### config.mk
export PLATFORM = sky130hd
export DESIGN_NAME = pixel_repack
export DESIGN_NICKNAME = d
export VERILOG_FILES = /design/src/rtl/pixel_repack.sv
export SDC_FILE = /design/constraint.sdc
export NUM_CORES = 1
export LEC_CHECK = 0
export BUFFER_PORTS_ARGS = -buffer_cell sky130_fd_sc_hd__buf_4
export CORE_MARGIN = 3
export CORE_UTILIZATION = 29
export DETAILED_ROUTE_END_ITERATION = 8
export PLACE_DENSITY_LB_ADDON = 0.05
export SLEW_MARGIN = 0
export SYNTH_ARGS = -nofsm -noshare
export SYNTH_HDL_FRONTEND = slang
export SYNTH_SLANG_ARGS = --single-unit
### constraint.sdc
create_clock -name clk -period 3.59 [get_ports clk]
set_clock_uncertainty 0.1 [all_clocks]
set_input_delay 0 -clock clk [delete_from_list [all_inputs] [get_ports clk]]
set_output_delay 0 -clock clk [all_outputs]
set_load 0.05 [all_outputs]
### src/rtl/pixel_repack.sv
// Bit-stream gearbox: packs DAT_WIDTH-bit words into PIX_WIDTH-bit pixels, LSB-first, with frame-end flush.
// Optional per-frame popped-pixel counter on opix_cnt when REPACK_STATS_EN is defined.
module pixel_repack #(
    parameter int DAT_WIDTH = 32,
    parameter int PIX_WIDTH = 24
) (
    input  logic                 clk,
    input  logic                 rst_n,
    input  logic [DAT_WIDTH-1:0] idat,
    input  logic                 ival,
    input  logic                 ilast,
    output logic                 ostall,
    output logic [PIX_WIDTH-1:0] odat,
    output logic                 oval,
    output logic                 olast,
    input  logic                 ordy
`ifdef REPACK_STATS_EN
    ,
    output logic [15:0]          opix_cnt
`endif
);

    localparam int BUF_W = DAT_WIDTH + PIX_WIDTH;
    localparam int CNT_W = $clog2(BUF_W + 1);
    localparam logic [CNT_W-1:0] PIX_C = CNT_W'(PIX_WIDTH);
    localparam logic [CNT_W-1:0] DAT_C = CNT_W'(DAT_WIDTH);

    // Handshakes: a word moves iff ival & !ostall at a rising edge; a pixel moves iff oval & ordy.
    // Bits of data_q at index >= cnt_q are kept at zero so a push can simply OR in the new word.
    logic [BUF_W-1:0] data_q, data_s, data_d;
    logic [CNT_W-1:0] cnt_q, cnt_s, cnt_d;
    logic             flush_q, flush_d;
    logic             push, pop;

    always_comb begin
        ostall = flush_q | (cnt_q > PIX_C);
        oval   = (cnt_q >= PIX_C) | (flush_q & (cnt_q != '0));
        olast  = oval & flush_q & (cnt_q <= PIX_C);
        odat   = '0;
        for (int i = 0; i < PIX_WIDTH; i++) begin
            odat[i] = data_q[i] & (CNT_W'(i) < cnt_q);
        end
    end

    assign pop  = oval & ordy;
    assign push = ival & ~ostall;

    always_comb begin
        data_s  = data_q;
        cnt_s   = cnt_q;
        flush_d = flush_q;
        if (pop) begin
            data_s = data_q >> PIX_WIDTH;
            cnt_s  = (cnt_q > PIX_C) ? (cnt_q - PIX_C) : '0;
            if (olast) begin
                flush_d = 1'b0;
                cnt_s   = '0;
            end
        end
        data_d = data_s;
        cnt_d  = cnt_s;
        // New word lands just above whatever survives this cycle's pop.
        if (push) begin
            data_d = data_s | (BUF_W'(idat) << cnt_s);
            cnt_d  = cnt_s + DAT_C;
            if (ilast) begin
                flush_d = 1'b1;
            end
        end
    end

    always_ff @(posedge clk) begin
        if (!rst_n) begin
            data_q  <= '0;
            cnt_q   <= '0;
            flush_q <= 1'b0;
        end else begin
            data_q  <= data_d;
            cnt_q   <= cnt_d;
            flush_q <= flush_d;
        end
    end

`ifdef REPACK_STATS_EN
    logic [15:0] pix_cnt_q;

    always_ff @(posedge clk) begin
        if (!rst_n) begin
            pix_cnt_q <= '0;
        end else if (pop) begin
            if (olast) begin
                pix_cnt_q <= '0;
            end else if (pix_cnt_q != 16'hFFFF) begin
                pix_cnt_q <= pix_cnt_q + 16'd1;
            end
        end
    end

    assign opix_cnt = pix_cnt_q;
`endif

endmodule
==> results.json <==
{
  "outcome": "finished clean",
  "post_route_cells_drive_above_1_share_pct": 22.3,
  "grt_usage_pct": 25.2,
  "post_synth_instance_area_sq_um": 5790,
  "worst_path_largest_cell_delay_ns": 1.04,
  "design.core.area_sq_um": 19500,
  "wl_per_cell_um": 25.2,
  "setup.worst_path.end_class": "register",
  "io-pin-count": 64,
  "slew_headroom_pct": 10.3,
  "syn_inst": 784,
  "first_pass_grt_wire_length_mm": 42.2,
  "synth_edf_count": 0,
  "worst-path-max-fanout": 26,
  "cts_htree_levels": 3,
  "tightest_slew_ns": 1.35,
  "timing_worst_setup_path_type": "register to register",
  "syn_nets": 822,
  "required_time_of_the_worst_setup_path_ns": 3.73,
  "final_nets": 880,
  "buffer_depth_of_the_longest_clock_path": 2,
  "ys_seq_elements": 63,
  "power_uw": 2470,
  "place.detailed.hpwl_mm": 21.3,
  "max_cap_viols": 0,
  "cts_num_sinks": 63,
  "clock_latency_late_sink_ns": 0.34,
  "detail_route.drc_violations": 0,
  "hold_ws_ns": 0.0615,
  "synth.lib_cells_used.distinct": 77,
  "vdd_ir_drop_max_uv": 227,
  "share_of_synthesized_flip_flops_with_an_asynchronous_set_or_reset_pct": 0,
  "rsz0062_at_grt": "false",
  "route.vias.total": 6843,
  "cts.repair.resized": 0,
  "io_buffers": 63,
  "critical_path.slowest_cell": "sky130_fd_sc_hd__o21ai_2",
  "number_of_buffers_added_for_setup_after_cts": 0,
  "hold_wc_path_type": "primary input to register",
  "final-hold-violation-count": 0,
  "yosysWarnings": 0,
  "detail_route.vias_per_cell": 6.15,
  "grt_max_degree": 32,
  "cts_root_buf": "sky130_fd_sc_hd__clkbuf_16",
  "ys_dominant_reg_cell": "sky130_fd_sc_hd__dfxtp_1",
  "seq_area_frac_synth_pct": 21.8,
  "pwr_density_cell_nw_per_um2": 351,
  "global_route.overflow_total": 0,
  "dieWidth_um": 147,
  "fin_tns_setup_ns": 0,
  "gp_congestion": 0.985,
  "postSynthAreaPerCell_sq_um": 7.38,
  "report.final.setup_viol": 0,
  "detail_route.wirelength_mm": 28.0,
  "critical_path_arrival_ns": 3.59,
  "row_count": 51,
  "leakage_uw": 0.00261,
  "clock.fmax_mhz": 289,
  "final.fill_count": 2142,
  "fin_crit_sh_pct": 96.3,
  "cts_inserted_buffers": 9,
  "clock_input_transition_at_the_sequential_cells_of_the_worst_setup_and_hold_paths_ns": 0.06,
  "antenna_found_initial": 0,
  "crit_chain": "a21o_4 > o21ai_2 > o22ai_1 > o21ai_1 > mux2_2 > nand2_1 > a221oi_1",
  "tritoncts": "built",
  "period_minus_slack_ns": 3.46,
  "drt_iter0_drc": 862,
  "critical_path_source_type": "register",
  "design.die.area_sq_um": 21700,
  "number_of_global_route_vias_before_repair": 6642,
  "die_height_um": 147,
  "slew_viols_final": 0,
  "initial_core_utilization_pct": 29.6,
  "ant_diodes": 0,
  "final_antenna_net_count": 0,
  "areaGrowthSynthToFinish_pct": 21.2,
  "first_pass_iters": 6
}
[worst max-delay path, delay by kind of cell, from the launching register on]
family,cells,cell delay [ns]
compound gates,5,2.41
flops,1,0.42
mux,1,0.32
simple gates,1,0.07
[metrics by stage]
stage                     setup WS [ns]  utilization (%)  instances  area [sq um]
after floorplan                    1.08                -        784          5790
after global placement            0.108             34.1       1094          6650
after detailed placement          0.223             34.1       1094          6650
after CTS                         0.181             35.9       1112          7020
after global routing             0.0714             35.9       1112          7020
final                             0.134             35.9       1112          7020
[final timing paths]
path                                    to       start  depth (start not counted)  slack [ns]
worst min register to register  data_q[54]  data_q[54]                          2        0.36
worst min-delay path            data_q[43]    idat[31]                          5        0.06
worst max-delay path            data_q[23]    cnt_q[3]                          7        0.13
worst max register to register  data_q[23]    cnt_q[3]                          7        0.13
[power breakdown]
part,switching [uW],internal (uW)
Clock,338,694
Combinational,415,233
Sequential,36.0,749
Total,790,1680
[per-layer routing]
metal  track usage [%]  share of wire [%]
met5                 0                  0
met4              7.04                2.5
met3              5.12                8.1
met2              39.0                 44
met1              35.6                 45
[registers in the layout, indices dropped and copies added, names as in the netlist]
register,count
cnt_q,6
data_q,56
flush_q,1
[cells by family after synthesis]
logic type                 after synthesis  share of synthesized area (%)
and+or+nand+nor                        283                           22.5
adders and majority gates                1                          0.216
DFF                                     63                           21.8
buffers and inverters                   87                           7.93
muxes                                   62                           11.2
AOI/OAI and AO/OA                      288                           36.5
[Yosys cell counts, types with 6 or more instances]
library cell / instances / area (sq um)
sky130_fd_sc_hd__o22a_1: 10 / 87.6
sky130_fd_sc_hd__buf_4: 15 / 113
sky130_fd_sc_hd__nand3_1: 18 / 90.1
sky130_fd_sc_hd__and2_1: 11 / 68.8
sky130_fd_sc_hd__nor2_1: 77 / 289
sky130_fd_sc_hd__o22ai_1: 21 / 131
sky130_fd_sc_hd__o21a_1: 7 / 52.6
sky130_fd_sc_hd__dfxtp_1: 63 / 1260
sky130_fd_sc_hd__mux2i_1: 42 / 420
sky130_fd_sc_hd__o221ai_1: 9 / 78.8
sky130_fd_sc_hd__a221oi_1: 11 / 96.3
sky130_fd_sc_hd__a31oi_1: 18 / 113
sky130_fd_sc_hd__or3_1: 11 / 68.8
sky130_fd_sc_hd__nand2_1: 112 / 420
sky130_fd_sc_hd__inv_1: 10 / 37.5
sky130_fd_sc_hd__a211oi_1: 7 / 52.6
sky130_fd_sc_hd__mux2_2: 20 / 225
sky130_fd_sc_hd__buf_2: 37 / 185
sky130_fd_sc_hd__nand2b_1: 7 / 43.8
sky130_fd_sc_hd__a21oi_1: 47 / 235
sky130_fd_sc_hd__o21ai_0: 29 / 145
sky130_fd_sc_hd__a22oi_1: 6 / 45.0
sky130_fd_sc_hd__o211ai_1: 24 / 180
sky130_fd_sc_hd__nor2b_1: 10 / 62.6
sky130_fd_sc_hd__nor3_1: 13 / 65.1
sky130_fd_sc_hd__a21boi_0: 11 / 82.6
sky130_fd_sc_hd__o32ai_1: 7 / 61.3
sky130_fd_sc_hd__clkbuf_1: 16 / 60.1
sky130_fd_sc_hd__a21o_1: 7 / 52.6
[cell usage in the layout (no fill, tap or decap), types with 7 or more instances in the layout]
| cell | instances |
|---|---|
| sky130_fd_sc_hd__mux2_2 | 20 |
| sky130_fd_sc_hd__dfxtp_1 | 60 |
| sky130_fd_sc_hd__nand3_1 | 18 |
| sky130_fd_sc_hd__a21oi_1 | 45 |
| sky130_fd_sc_hd__a31oi_1 | 18 |
| sky130_fd_sc_hd__inv_1 | 10 |
| sky130_fd_sc_hd__o22a_1 | 10 |
| sky130_fd_sc_hd__o221ai_1 | 9 |
| sky130_fd_sc_hd__o22ai_1 | 21 |
| sky130_fd_sc_hd__nor3_1 | 13 |
| sky130_fd_sc_hd__nand2b_1 | 7 |
| sky130_fd_sc_hd__or3_1 | 11 |
| sky130_fd_sc_hd__a211oi_1 | 7 |
| sky130_fd_sc_hd__o21a_1 | 7 |
| sky130_fd_sc_hd__a221oi_1 | 11 |
| sky130_fd_sc_hd__mux2i_1 | 42 |
| sky130_fd_sc_hd__a21boi_0 | 11 |
| sky130_fd_sc_hd__o211ai_1 | 24 |
| sky130_fd_sc_hd__clkbuf_16 | 9 |
| sky130_fd_sc_hd__o32ai_1 | 7 |
| sky130_fd_sc_hd__and2_1 | 11 |
| sky130_fd_sc_hd__nor2_1 | 76 |
| sky130_fd_sc_hd__nand2_1 | 112 |
| sky130_fd_sc_hd__nor2b_1 | 10 |
| sky130_fd_sc_hd__buf_4 | 118 |
| sky130_fd_sc_hd__o21ai_0 | 29 |
| sky130_fd_sc_hd__a21o_1 | 7 |
[what timing repair did]
| action | 4_1_cts | 5_1_grt |
|---|---|---|
| hold buffers | 2 | 0 |
| endpoints found under the setup margin | 0 | 0 |
| hold endpoints to repair | 7 | 0 |
[layout make-up]
type	count	area, sq um	share of cell area (%)
clock inverter	6	108	1.53
clock buffer	10	239	3.41
tap	265	332	4.73
multi-input combinational	634	4080	58.2
timing repair buffer	122	946	13.5
inverter	12	45.0	0.642
sequential	63	1260	18.0
No activity file was read; power rests on OpenSTA's default activity.
